**config.mk**
```make
export PLATFORM = sky130hd
export DESIGN_NAME = operator_sched_flat
export DESIGN_NICKNAME = d
export VERILOG_FILES = /design/src/rtl/operator_sched_if.sv /design/src/rtl/operator_sched.sv /design/src/flat_wrapper.sv
export SDC_FILE = /design/constraint.sdc
export NUM_CORES = 1
export LEC_CHECK = 0
export CAP_MARGIN = 5
export CORE_UTILIZATION = 45
export CTS_CLUSTER_DIAMETER = 80
export CTS_CLUSTER_SIZE = 25
export DETAILED_ROUTE_END_ITERATION = 16
export GPL_ROUTABILITY_DRIVEN = 0
export PLACE_DENSITY = 0.85
export REMOVE_ABC_BUFFERS = 1
export SLEW_MARGIN = 20
export SYNTH_ARGS = -nofsm -noshare
export SYNTH_HDL_FRONTEND = slang
export SYNTH_SLANG_ARGS = --single-unit
```
**constraint.sdc**
```tcl
create_clock -name clk -period 5.4 [get_ports clk]
set_input_delay 1.62 -clock clk [delete_from_list [all_inputs] [get_ports clk]]
set_output_delay 1.62 -clock clk [all_outputs]
set_load 0.03 [all_outputs]
```
**src/rtl/operator_sched_if.sv**
```systemverilog
// Bundle of requester, operator and response signals around operator_sched.
// slave = the scheduler; master = requesters, response consumer and the operator unit.
interface operator_sched_if #(
  parameter int unsigned OPC_W = 5,
  parameter int unsigned DAT_W = 3,
  parameter int unsigned RES_W = 6
);
  logic             req0_valid;
  logic             req0_ready;
  logic [OPC_W-1:0] req0_opcode;
  logic             req0_a;
  logic             req0_b;
  logic [DAT_W-1:0] req0_c;
  logic [DAT_W-1:0] req0_d;

  logic             req1_valid;
  logic             req1_ready;
  logic [OPC_W-1:0] req1_opcode;
  logic             req1_a;
  logic             req1_b;
  logic [DAT_W-1:0] req1_c;
  logic [DAT_W-1:0] req1_d;

  logic [OPC_W-1:0] op_opcode;
  logic             op_a;
  logic             op_b;
  logic [DAT_W-1:0] op_c;
  logic [DAT_W-1:0] op_d;
  logic             op_y;
  logic [RES_W-1:0] op_r;
  logic [DAT_W-1:0] op_av;

  logic             rsp_valid;
  logic             rsp_ready;
  logic             rsp_id;
  logic             rsp_y;
  logic [RES_W-1:0] rsp_r;
  logic [DAT_W-1:0] rsp_a;
  logic             rsp_err;
  logic             busy;

  modport slave (
    input  req0_valid, req0_opcode, req0_a, req0_b, req0_c, req0_d,
    input  req1_valid, req1_opcode, req1_a, req1_b, req1_c, req1_d,
    output req0_ready, req1_ready,
    output op_opcode, op_a, op_b, op_c, op_d,
    input  op_y, op_r, op_av,
    output rsp_valid, rsp_id, rsp_y, rsp_r, rsp_a, rsp_err, busy,
    input  rsp_ready
  );

  modport master (
    output req0_valid, req0_opcode, req0_a, req0_b, req0_c, req0_d,
    output req1_valid, req1_opcode, req1_a, req1_b, req1_c, req1_d,
    input  req0_ready, req1_ready,
    input  op_opcode, op_a, op_b, op_c, op_d,
    output op_y, op_r, op_av,
    input  rsp_valid, rsp_id, rsp_y, rsp_r, rsp_a, rsp_err, busy,
    output rsp_ready
  );
endinterface

```
**src/rtl/operator_sched.sv**
```systemverilog
// Two-requester round-robin scheduler sharing one combinational operator unit.
// One command in flight: issue operands, let them settle, capture and return a tagged response.
module operator_sched #(
  parameter int unsigned OPC_W   = 5,
  parameter int unsigned DAT_W   = 3,
  parameter int unsigned RES_W   = 6,
  parameter int unsigned SETTLE  = 1,
  parameter int unsigned OPC_MAX = 22
) (
  input logic             clk,
  input logic             rst,
  operator_sched_if.slave bus
);
  localparam int unsigned CntW = (SETTLE > 1) ? $clog2(SETTLE) : 1;

  typedef enum logic [1:0] {StIdle, StWait, StResp} state_e;

  state_e           state_q, state_d;
  logic             last_grant_q, last_grant_d;
  logic [CntW-1:0]  cnt_q, cnt_d;
  logic [OPC_W-1:0] op_opcode_q, op_opcode_d;
  logic             op_a_q, op_a_d;
  logic             op_b_q, op_b_d;
  logic [DAT_W-1:0] op_c_q, op_c_d;
  logic [DAT_W-1:0] op_d_q, op_d_d;
  logic             rsp_valid_q, rsp_valid_d;
  logic             rsp_id_q, rsp_id_d;
  logic             rsp_y_q, rsp_y_d;
  logic [RES_W-1:0] rsp_r_q, rsp_r_d;
  logic [DAT_W-1:0] rsp_a_q, rsp_a_d;
  logic             rsp_err_q, rsp_err_d;

  logic             gnt_any;
  logic             gnt_id;
  logic             accept;
  logic [OPC_W-1:0] sel_opcode;
  logic             sel_a;
  logic             sel_b;
  logic [DAT_W-1:0] sel_c;
  logic [DAT_W-1:0] sel_d;

  // Round-robin: on contention the requester not granted last time wins.
  always_comb begin
    gnt_any    = bus.req0_valid | bus.req1_valid;
    gnt_id     = (bus.req0_valid && bus.req1_valid) ? ~last_grant_q : bus.req1_valid;
    sel_opcode = gnt_id ? bus.req1_opcode : bus.req0_opcode;
    sel_a      = gnt_id ? bus.req1_a      : bus.req0_a;
    sel_b      = gnt_id ? bus.req1_b      : bus.req0_b;
    sel_c      = gnt_id ? bus.req1_c      : bus.req0_c;
    sel_d      = gnt_id ? bus.req1_d      : bus.req0_d;
  end

  assign accept         = (state_q == StIdle) && gnt_any;
  assign bus.req0_ready = accept && !gnt_id;
  assign bus.req1_ready = accept && gnt_id;

  always_comb begin
    state_d      = state_q;
    last_grant_d = last_grant_q;
    cnt_d        = cnt_q;
    op_opcode_d  = op_opcode_q;
    op_a_d       = op_a_q;
    op_b_d       = op_b_q;
    op_c_d       = op_c_q;
    op_d_d       = op_d_q;
    rsp_valid_d  = rsp_valid_q;
    rsp_id_d     = rsp_id_q;
    rsp_y_d      = rsp_y_q;
    rsp_r_d      = rsp_r_q;
    rsp_a_d      = rsp_a_q;
    rsp_err_d    = rsp_err_q;

    unique case (state_q)
      StIdle: begin
        if (gnt_any) begin
          last_grant_d = gnt_id;
          rsp_id_d     = gnt_id;
          if (sel_opcode <= OPC_W'(OPC_MAX)) begin
            op_opcode_d = sel_opcode;
            op_a_d      = sel_a;
            op_b_d      = sel_b;
            op_c_d      = sel_c;
            op_d_d      = sel_d;
            cnt_d       = CntW'(SETTLE - 1);
            state_d     = StWait;
          end else begin
            // Rejected: operator keeps its previous operands, response carries zeros.
            rsp_err_d   = 1'b1;
            rsp_y_d     = 1'b0;
            rsp_r_d     = '0;
            rsp_a_d     = '0;
            rsp_valid_d = 1'b1;
            state_d     = StResp;
          end
        end
      end
      StWait: begin
        if (cnt_q == '0) begin
          rsp_y_d     = bus.op_y;
          rsp_r_d     = bus.op_r;
          rsp_a_d     = bus.op_av;
          rsp_err_d   = 1'b0;
          rsp_valid_d = 1'b1;
          state_d     = StResp;
        end else begin
          cnt_d = cnt_q - CntW'(1);
        end
      end
      StResp: begin
        if (bus.rsp_ready) begin
          rsp_valid_d = 1'b0;
          state_d     = StIdle;
        end
      end
      default: state_d = StIdle;
    endcase
  end

  always_ff @(posedge clk) begin
    if (rst) begin
      state_q      <= StIdle;
      last_grant_q <= 1'b1;
      cnt_q        <= '0;
      op_opcode_q  <= '0;
      op_a_q       <= 1'b0;
      op_b_q       <= 1'b0;
      op_c_q       <= '0;
      op_d_q       <= '0;
      rsp_valid_q  <= 1'b0;
      rsp_id_q     <= 1'b0;
      rsp_y_q      <= 1'b0;
      rsp_r_q      <= '0;
      rsp_a_q      <= '0;
      rsp_err_q    <= 1'b0;
    end else begin
      state_q      <= state_d;
      last_grant_q <= last_grant_d;
      cnt_q        <= cnt_d;
      op_opcode_q  <= op_opcode_d;
      op_a_q       <= op_a_d;
      op_b_q       <= op_b_d;
      op_c_q       <= op_c_d;
      op_d_q       <= op_d_d;
      rsp_valid_q  <= rsp_valid_d;
      rsp_id_q     <= rsp_id_d;
      rsp_y_q      <= rsp_y_d;
      rsp_r_q      <= rsp_r_d;
      rsp_a_q      <= rsp_a_d;
      rsp_err_q    <= rsp_err_d;
    end
  end

  assign bus.op_opcode = op_opcode_q;
  assign bus.op_a      = op_a_q;
  assign bus.op_b      = op_b_q;
  assign bus.op_c      = op_c_q;
  assign bus.op_d      = op_d_q;
  assign bus.rsp_valid = rsp_valid_q;
  assign bus.rsp_id    = rsp_id_q;
  assign bus.rsp_y     = rsp_y_q;
  assign bus.rsp_r     = rsp_r_q;
  assign bus.rsp_a     = rsp_a_q;
  assign bus.rsp_err   = rsp_err_q;
  assign bus.busy      = (state_q != StIdle);
endmodule

```
**src/flat_wrapper.sv**
```systemverilog
// flat-port wrapper written by rule: the top's interface ports become plain ports
module operator_sched_flat 
#(
  parameter int unsigned OPC_W   = 5,
  parameter int unsigned DAT_W   = 3,
  parameter int unsigned RES_W   = 6,
  parameter int unsigned SETTLE  = 1,
  parameter int unsigned OPC_MAX = 22
)
  (clk, rst, bus_req0_valid, bus_req0_opcode, bus_req0_a, bus_req0_b, bus_req0_c, bus_req0_d, bus_req1_valid, bus_req1_opcode, bus_req1_a, bus_req1_b, bus_req1_c, bus_req1_d, bus_req0_ready, bus_req1_ready, bus_op_opcode, bus_op_a, bus_op_b, bus_op_c, bus_op_d, bus_op_y, bus_op_r, bus_op_av, bus_rsp_valid, bus_rsp_id, bus_rsp_y, bus_rsp_r, bus_rsp_a, bus_rsp_err, bus_busy, bus_rsp_ready);
  operator_sched_if #(.OPC_W(OPC_W), .DAT_W(DAT_W), .RES_W(RES_W)) bus_i ();
  input logic clk;
  input logic rst;
  input wire logic [$bits(bus_i.req0_valid)-1:0] bus_req0_valid;
  input wire logic [$bits(bus_i.req0_opcode)-1:0] bus_req0_opcode;
  input wire logic [$bits(bus_i.req0_a)-1:0] bus_req0_a;
  input wire logic [$bits(bus_i.req0_b)-1:0] bus_req0_b;
  input wire logic [$bits(bus_i.req0_c)-1:0] bus_req0_c;
  input wire logic [$bits(bus_i.req0_d)-1:0] bus_req0_d;
  input wire logic [$bits(bus_i.req1_valid)-1:0] bus_req1_valid;
  input wire logic [$bits(bus_i.req1_opcode)-1:0] bus_req1_opcode;
  input wire logic [$bits(bus_i.req1_a)-1:0] bus_req1_a;
  input wire logic [$bits(bus_i.req1_b)-1:0] bus_req1_b;
  input wire logic [$bits(bus_i.req1_c)-1:0] bus_req1_c;
  input wire logic [$bits(bus_i.req1_d)-1:0] bus_req1_d;
  output wire logic [$bits(bus_i.req0_ready)-1:0] bus_req0_ready;
  output wire logic [$bits(bus_i.req1_ready)-1:0] bus_req1_ready;
  output wire logic [$bits(bus_i.op_opcode)-1:0] bus_op_opcode;
  output wire logic [$bits(bus_i.op_a)-1:0] bus_op_a;
  output wire logic [$bits(bus_i.op_b)-1:0] bus_op_b;
  output wire logic [$bits(bus_i.op_c)-1:0] bus_op_c;
  output wire logic [$bits(bus_i.op_d)-1:0] bus_op_d;
  input wire logic [$bits(bus_i.op_y)-1:0] bus_op_y;
  input wire logic [$bits(bus_i.op_r)-1:0] bus_op_r;
  input wire logic [$bits(bus_i.op_av)-1:0] bus_op_av;
  output wire logic [$bits(bus_i.rsp_valid)-1:0] bus_rsp_valid;
  output wire logic [$bits(bus_i.rsp_id)-1:0] bus_rsp_id;
  output wire logic [$bits(bus_i.rsp_y)-1:0] bus_rsp_y;
  output wire logic [$bits(bus_i.rsp_r)-1:0] bus_rsp_r;
  output wire logic [$bits(bus_i.rsp_a)-1:0] bus_rsp_a;
  output wire logic [$bits(bus_i.rsp_err)-1:0] bus_rsp_err;
  output wire logic [$bits(bus_i.busy)-1:0] bus_busy;
  input wire logic [$bits(bus_i.rsp_ready)-1:0] bus_rsp_ready;
  assign bus_i.req0_valid = bus_req0_valid;
  assign bus_i.req0_opcode = bus_req0_opcode;
  assign bus_i.req0_a = bus_req0_a;
  assign bus_i.req0_b = bus_req0_b;
  assign bus_i.req0_c = bus_req0_c;
  assign bus_i.req0_d = bus_req0_d;
  assign bus_i.req1_valid = bus_req1_valid;
  assign bus_i.req1_opcode = bus_req1_opcode;
  assign bus_i.req1_a = bus_req1_a;
  assign bus_i.req1_b = bus_req1_b;
  assign bus_i.req1_c = bus_req1_c;
  assign bus_i.req1_d = bus_req1_d;
  assign bus_req0_ready = bus_i.req0_ready;
  assign bus_req1_ready = bus_i.req1_ready;
  assign bus_op_opcode = bus_i.op_opcode;
  assign bus_op_a = bus_i.op_a;
  assign bus_op_b = bus_i.op_b;
  assign bus_op_c = bus_i.op_c;
  assign bus_op_d = bus_i.op_d;
  assign bus_i.op_y = bus_op_y;
  assign bus_i.op_r = bus_op_r;
  assign bus_i.op_av = bus_op_av;
  assign bus_rsp_valid = bus_i.rsp_valid;
  assign bus_rsp_id = bus_i.rsp_id;
  assign bus_rsp_y = bus_i.rsp_y;
  assign bus_rsp_r = bus_i.rsp_r;
  assign bus_rsp_a = bus_i.rsp_a;
  assign bus_rsp_err = bus_i.rsp_err;
  assign bus_busy = bus_i.busy;
  assign bus_i.rsp_ready = bus_rsp_ready;
  operator_sched #(.OPC_W(OPC_W), .DAT_W(DAT_W), .RES_W(RES_W), .SETTLE(SETTLE), .OPC_MAX(OPC_MAX)) u_core (.clk(clk), .rst(rst), .bus(bus_i));
endmodule
```
# Word level (Yosys, flattened, before mapping)
# Cells that the tools add are included.
[word_totals] wordCells=74 ff_bits=30
[classes] n_addsub=1 n_mux=34 n_reduce_logical=15 magnitude_cmp=1 bitwise_logic=2 n_eq_ne=7
[op_table] cell="$mux 6" count=3
[op_table] cell="$mux 3" count=5
[op_table] cell="$mux 1" count=14
[op_table] cell="$pmux 6 s2" count=1
[op_table] cell="$reduce_and 3->1" count=3
[op_table] cell="$mux 2" count=4
[op_table] cell="$ne 2x2->1 const B" count=4
[op_table] cell="$pmux 1 s2" count=3
[op_table] cell="$pmux 2 s3" count=1
[op_table] cell="$pmux 3 s2" count=1
[op_table] cell="$le 5x5->1 const B" count=1
[op_table] cell="$mux 5" count=1
[op_table] cell="$reduce_and 5->1" count=1
[op_table] cell="$logic_and 1x1->1" count=4
[op_table] cell="$reduce_and 4->1" count=1
[op_table] cell="$reduce_bool 2->1" count=2
[op_table] cell="$pmux 1 s3" count=1
[op_table] cell="$reduce_bool 3->1" count=1
[op_table] cell="$eq 2x1->1 const B" count=1
[op_table] cell="$eq 2x2->1 const B" count=1
[op_table] cell="$logic_not 2->1" count=1
[op_table] cell="$ne 2x1->1 const B" count=1
[op_table] cell="$reduce_and 2->1" count=1
[op_table] cell="$logic_not 1->1" count=1
[op_table] cell="other kinds (3)" count=3

# Depth between registers and ports, before layout
# Gate-level depths: netlist of the first run.
[depth] ltp_word=7 mapped_depth=8 depth_no_buf=6

# Least setup slack after synthesis of the first run
# No wires, ideal clock.
[synth_path] path_type="input port to output port" startpoint="input bus_req1_valid" endpoint="output bus_req1_ready" stages=4 n_path_buf=2 arrival_ps=2636 path_slack_ps=1144 cell_sequence="a21bo_2 buf_2 clkbuf_1 nor2_1"
[synth_between] elab_chain_len=3
[synth_lines] element="start: declaration" line_no="flat_wrapper.sv:20" rtl="input wire logic [$bits(bus_i.req1_valid)-1:0] bus_req1_valid;"
[synth_lines] element="$or 1x1->1 or $logic_and 1x1->1 (tied branches)" line_no="operator_sched.sv:44, operator_sched.sv:45"
[synth_lines] element="$logic_and 1x1->1 or $mux 1 (tied branches)" line_no="operator_sched.sv:53, operator_sched.sv:45"
[synth_lines] element="$logic_and 1x1->1 *" line_no="operator_sched.sv:55" rtl="assign bus.req1_ready = accept && gnt_id;"
[synth_lines] element="end: declaration" line_no="flat_wrapper.sv:27" rtl="output wire logic [$bits(bus_i.req1_ready)-1:0] bus_req1_ready;"
# Every way passes the cells marked *; elsewhere a longest branch is shown, timed or not.

# Worst setup path in the final report of the first run
[layout_path] startpoint="input bus_req0_valid" endpoint="output bus_req0_ready"
[layout_between] elab_chain_len=4
[layout_lines] element="start: declaration" line_no="flat_wrapper.sv:14" rtl="input wire logic [$bits(bus_i.req0_valid)-1:0] bus_req0_valid;"
[layout_lines] element="$logic_and 1x1->1" line_no="operator_sched.sv:45" rtl="gnt_id = (bus.req0_valid && bus.req1_valid) ? ~last_grant_q : bus.req1_valid;"
[layout_lines] element="$mux 1" line_no="operator_sched.sv:45"
[layout_lines] element="$logic_not 1->1" line_no="operator_sched.sv:54" rtl="assign bus.req0_ready = accept && !gnt_id;"
[layout_lines] element="$logic_and 1x1->1 *" line_no="operator_sched.sv:54"
[layout_lines] element="end: declaration" line_no="flat_wrapper.sv:26" rtl="output wire logic [$bits(bus_i.req0_ready)-1:0] bus_req0_ready;"
# Marks and branches as above.

==> impl_metrics.py, run 1 <==
metrics = {
    "power_and_ir_drop": {
        "power_switching_uw": 258,
        "p_int_uw": 458,
        "switching_share_pct": 36.1,
        "pwr-share-comb_pct": 42.7,
        "p_per_area_nw_per_um2": 304,
        "total_power_uw": 716,
        "p_leak_nw": 0.922,
        "vdd_ir_drop_max_uv": 223,
        "pwr-share-seq_pct": 36.0,
        "pwr-share-clk_pct": 21.3,
    },
    "cells_and_area": {
        "layout.cells.non_filler": 297,
        "layout_common_cells": "clkdlybuf4s50_1 (68), nand2_1 (35), dfxtp_1 (29)",
        "area_delta_synth_final_pct": 49.2,
        "layout-drive-gt1-share_pct": 11.6,
        "nNetsFinal": 294,
        "antenna_cells": 0,
        "layout_commonest_cell": "clkdlybuf4s50_1",
    },
    "synth": {
        "synth_simple_gate_area_share_pct": 24.3,
        "synth-adder-area-share_pct": 2.38,
        "synth_edf_count": 0,
        "seq_area_frac_synth_pct": 36.8,
        "synth_compound_area_share_pct": 20.6,
        "synthFlopType": "dfxtp_1",
        "yosys_register_bits": 29,
        "synth_top_family_by_area": "simple AND/OR/NAND/NOR gates",
        "netlist_area_um2": 1580,
        "syn_inst": 184,
        "postSynthAreaPerCell_um2": 8.57,
        "synth_cell_types": 34,
        "synth-async-reset-ratio_pct": 0,
        "synth_mux_area_share_pct": 10.7,
        "synthXorXnorAreaFrac_pct": 0,
        "ys_warn_count": 0,
    },
    "sta": {
        "finalCritPeriodShare_pct": 92.4,
        "relSlewSlack_pct": 49.5,
        "fin_worst_skew_ps": 9.56,
        "tightestPinTransition_ps": 755,
        "fmax_ghz": 0.200,
        "final-setup-viol-count": 0,
        "rsz0062_at_grt": "false",
        "fin_setup_tns_ps": 0,
        "final_hold_viol_count": 0,
        "fin_crit_ps": 4990,
        "whs_ps": 474,
        "finalMaxSlewViolations": 0,
    },
    "clocking": {
        "ctsResizeCount": 0,
        "cts_tree": "done",
        "postCtsHoldBufs": 0,
        "cts_buffers": 5,
        "path_clk_slew_ps": 90,
        "htree_num_levels": 2,
        "cts.path.max_buffers": 2,
        "root_buffer": "clkbuf_4",
        "clock-sinks": 29,
        "clkLatencyLatePin_ps": 330,
        "postCtsSetupRepairBufs": 0,
    },
    "global_routing": {
        "grt_max_degree": 32,
        "grt_use_total_pct": 22.6,
        "antenna_found_initial": 0,
        "grt_overflow": 0,
        "grt_pass1_vias": 1357,
        "grt_pass1_wl_um": 6110,
    },
    "setup_path": {
        "worst-path-max-fanout": 6,
        "rr_worst_depth": 5,
        "end_kind": "output pin",
        "required_ps": 3780,
        "cp.arrival_ps": 3370,
        "crit_path_start_kind": "primary input",
        "critPathKind": "in2out",
        "reg2reg_slack_ps": 3070,
    },
    "floorplanning": {
        "die_area_um2": 3750,
        "rows": 21,
        "die_w_um": 61.2,
        "io_pins": 70,
        "initial_core_util_pct": 47.3,
        "coreArea_um2": 3340,
        "die_h_um": 61.2,
    },
    "drt": {
        "drc_errors": 0,
        "wire_per_inst_um": 13.4,
        "vias": 1507,
        "drtIter0Drc": 55,
        "ant_nets": 0,
        "dr.pass1.iters": 4,
        "finalWirelength_um": 3980,
        "vias_per_cell": 5.07,
    },
    "worst_hold_path": {
        "hold_path_depth": 2,
        "hold_class": "reg2reg",
    },
    "placement": {
        "dp_cells": 289,
        "port_buffers": 69,
        "dp_hpwl_um": 2880,
    },
    "outcome": {
        "outcome": "finished, final reports clean",
    },
    "flow_run": {
        "max_cap_violations": 0,
    },
}
[cell type report]
type / instances / area [µm²]
Clock buffer: 7 / 65.1
Clock inverter: 1 / 5.00
Fill cell: 278 / 983
Inverter: 6 / 22.5
Multi-Input combinational cell: 136 / 915
Sequential cell: 29 / 581
Tap cell: 46 / 57.6
Timing Repair Buffer: 72 / 708
[flip-flops by register name, indices dropped and copies added, names as in the netlist]
| register | cells |
|---|---|
| u_core.bus.rsp_r | 6 |
| u_core.bus.op_opcode | 5 |
| u_core.bus.op_c | 3 |
| u_core.bus.op_d | 3 |
| u_core.bus.rsp_a | 3 |
| u_core.state_q | 2 |
| u_core.bus.op_a | 1 |
| u_core.bus.op_b | 1 |
| u_core.bus.rsp_err | 1 |
| u_core.bus.rsp_id | 1 |
| u_core.bus.rsp_valid | 1 |
| u_core.bus.rsp_y | 1 |
| u_core.last_grant_q | 1 |
[cells in the mapped netlist, types with 2 or more instances]
| cell type | count | area (µm²) |
|---|---|---|
| nand2_1 | 35 | 131 |
| dfxtp_1 | 29 | 581 |
| a21oi_1 | 15 | 75.1 |
| nor2b_1 | 14 | 87.6 |
| o32ai_1 | 12 | 105 |
| nand2b_1 | 10 | 62.6 |
| clkbuf_1 | 9 | 33.8 |
| mux2_4 | 9 | 135 |
| nor2_1 | 8 | 30.0 |
| inv_1 | 6 | 22.5 |
| a211oi_1 | 3 | 22.5 |
| buf_2 | 3 | 15.0 |
| ha_1 | 3 | 37.5 |
| mux2_2 | 3 | 33.8 |
| nand4_1 | 3 | 18.8 |
| and3_1 | 2 | 12.5 |
| o21ai_0 | 2 | 10.0 |
| or3_1 | 2 | 12.5 |
[metrics by stage]
stage | util [%] | setup WS, ps | instance area [µm²]
global route | 70.5 | 308 | 2350
global placement | 68.6 | 499 | 2290
CTS | 70.7 | 428 | 2360
finish | 70.5 | 409 | 2350
detailed placement | 68.6 | 436 | 2290
floorplan | - | 1380 | 1520
[per-layer routing]
| metal | global-route usage [%] | vias up | part of all wire (%) |
|---|---|---|---|
| met4 | 8.12 | 0 | 2.0 |
| met5 | 0 | - | 0 |
| li1 | - | 783 | - |
| met2 | 36.5 | 32 | 50 |
| met1 | 27.5 | 684 | 44 |
| met3 | 8.61 | 8 | 3.9 |
[path summary, 6_finish.rpt]
path,start,to
hold / removal,u_core.bus.rsp_valid,u_core.bus.rsp_valid
setup / recovery,bus_req0_valid,bus_req0_ready
setup reg to reg,u_core.state_q[0],u_core.bus.op_a
hold reg to reg,u_core.bus.rsp_valid,u_core.bus.rsp_valid
[power by group through the flow]
stage                     registers, mW  logic [mW]  clock network [mW]
after floorplan                   0.307       0.137                   0
after global placement            0.262       0.303                   0
after detailed placement          0.263       0.305                   0
after CTS                         0.258       0.307               0.156
after global routing              0.262       0.330               0.170
final                             0.258       0.306               0.153
[critical path: stages]
cell and delay, ps:
clkdlybuf4s50_1 540, o21ai_0 500, nor2_1 100, clkdlybuf4s50_1 610
[logic make-up (layout without fill, tap and decap cells)]
logic type	count (synthesis)	in the layout
compound gates	44	44
fa+ha+maj	3	3
buf+inv	19	86
flops	29	29
mux	12	12
simple gates	77	77
Note: power is estimated with default switching activity, not from simulation.
==> inputs of run 2 (changes only) <==
GPL_ROUTABILITY_DRIVEN = default   (was 0)
==> results of run 2 <==
The final DEF is identical to that of run 1; final timing and power are the same.
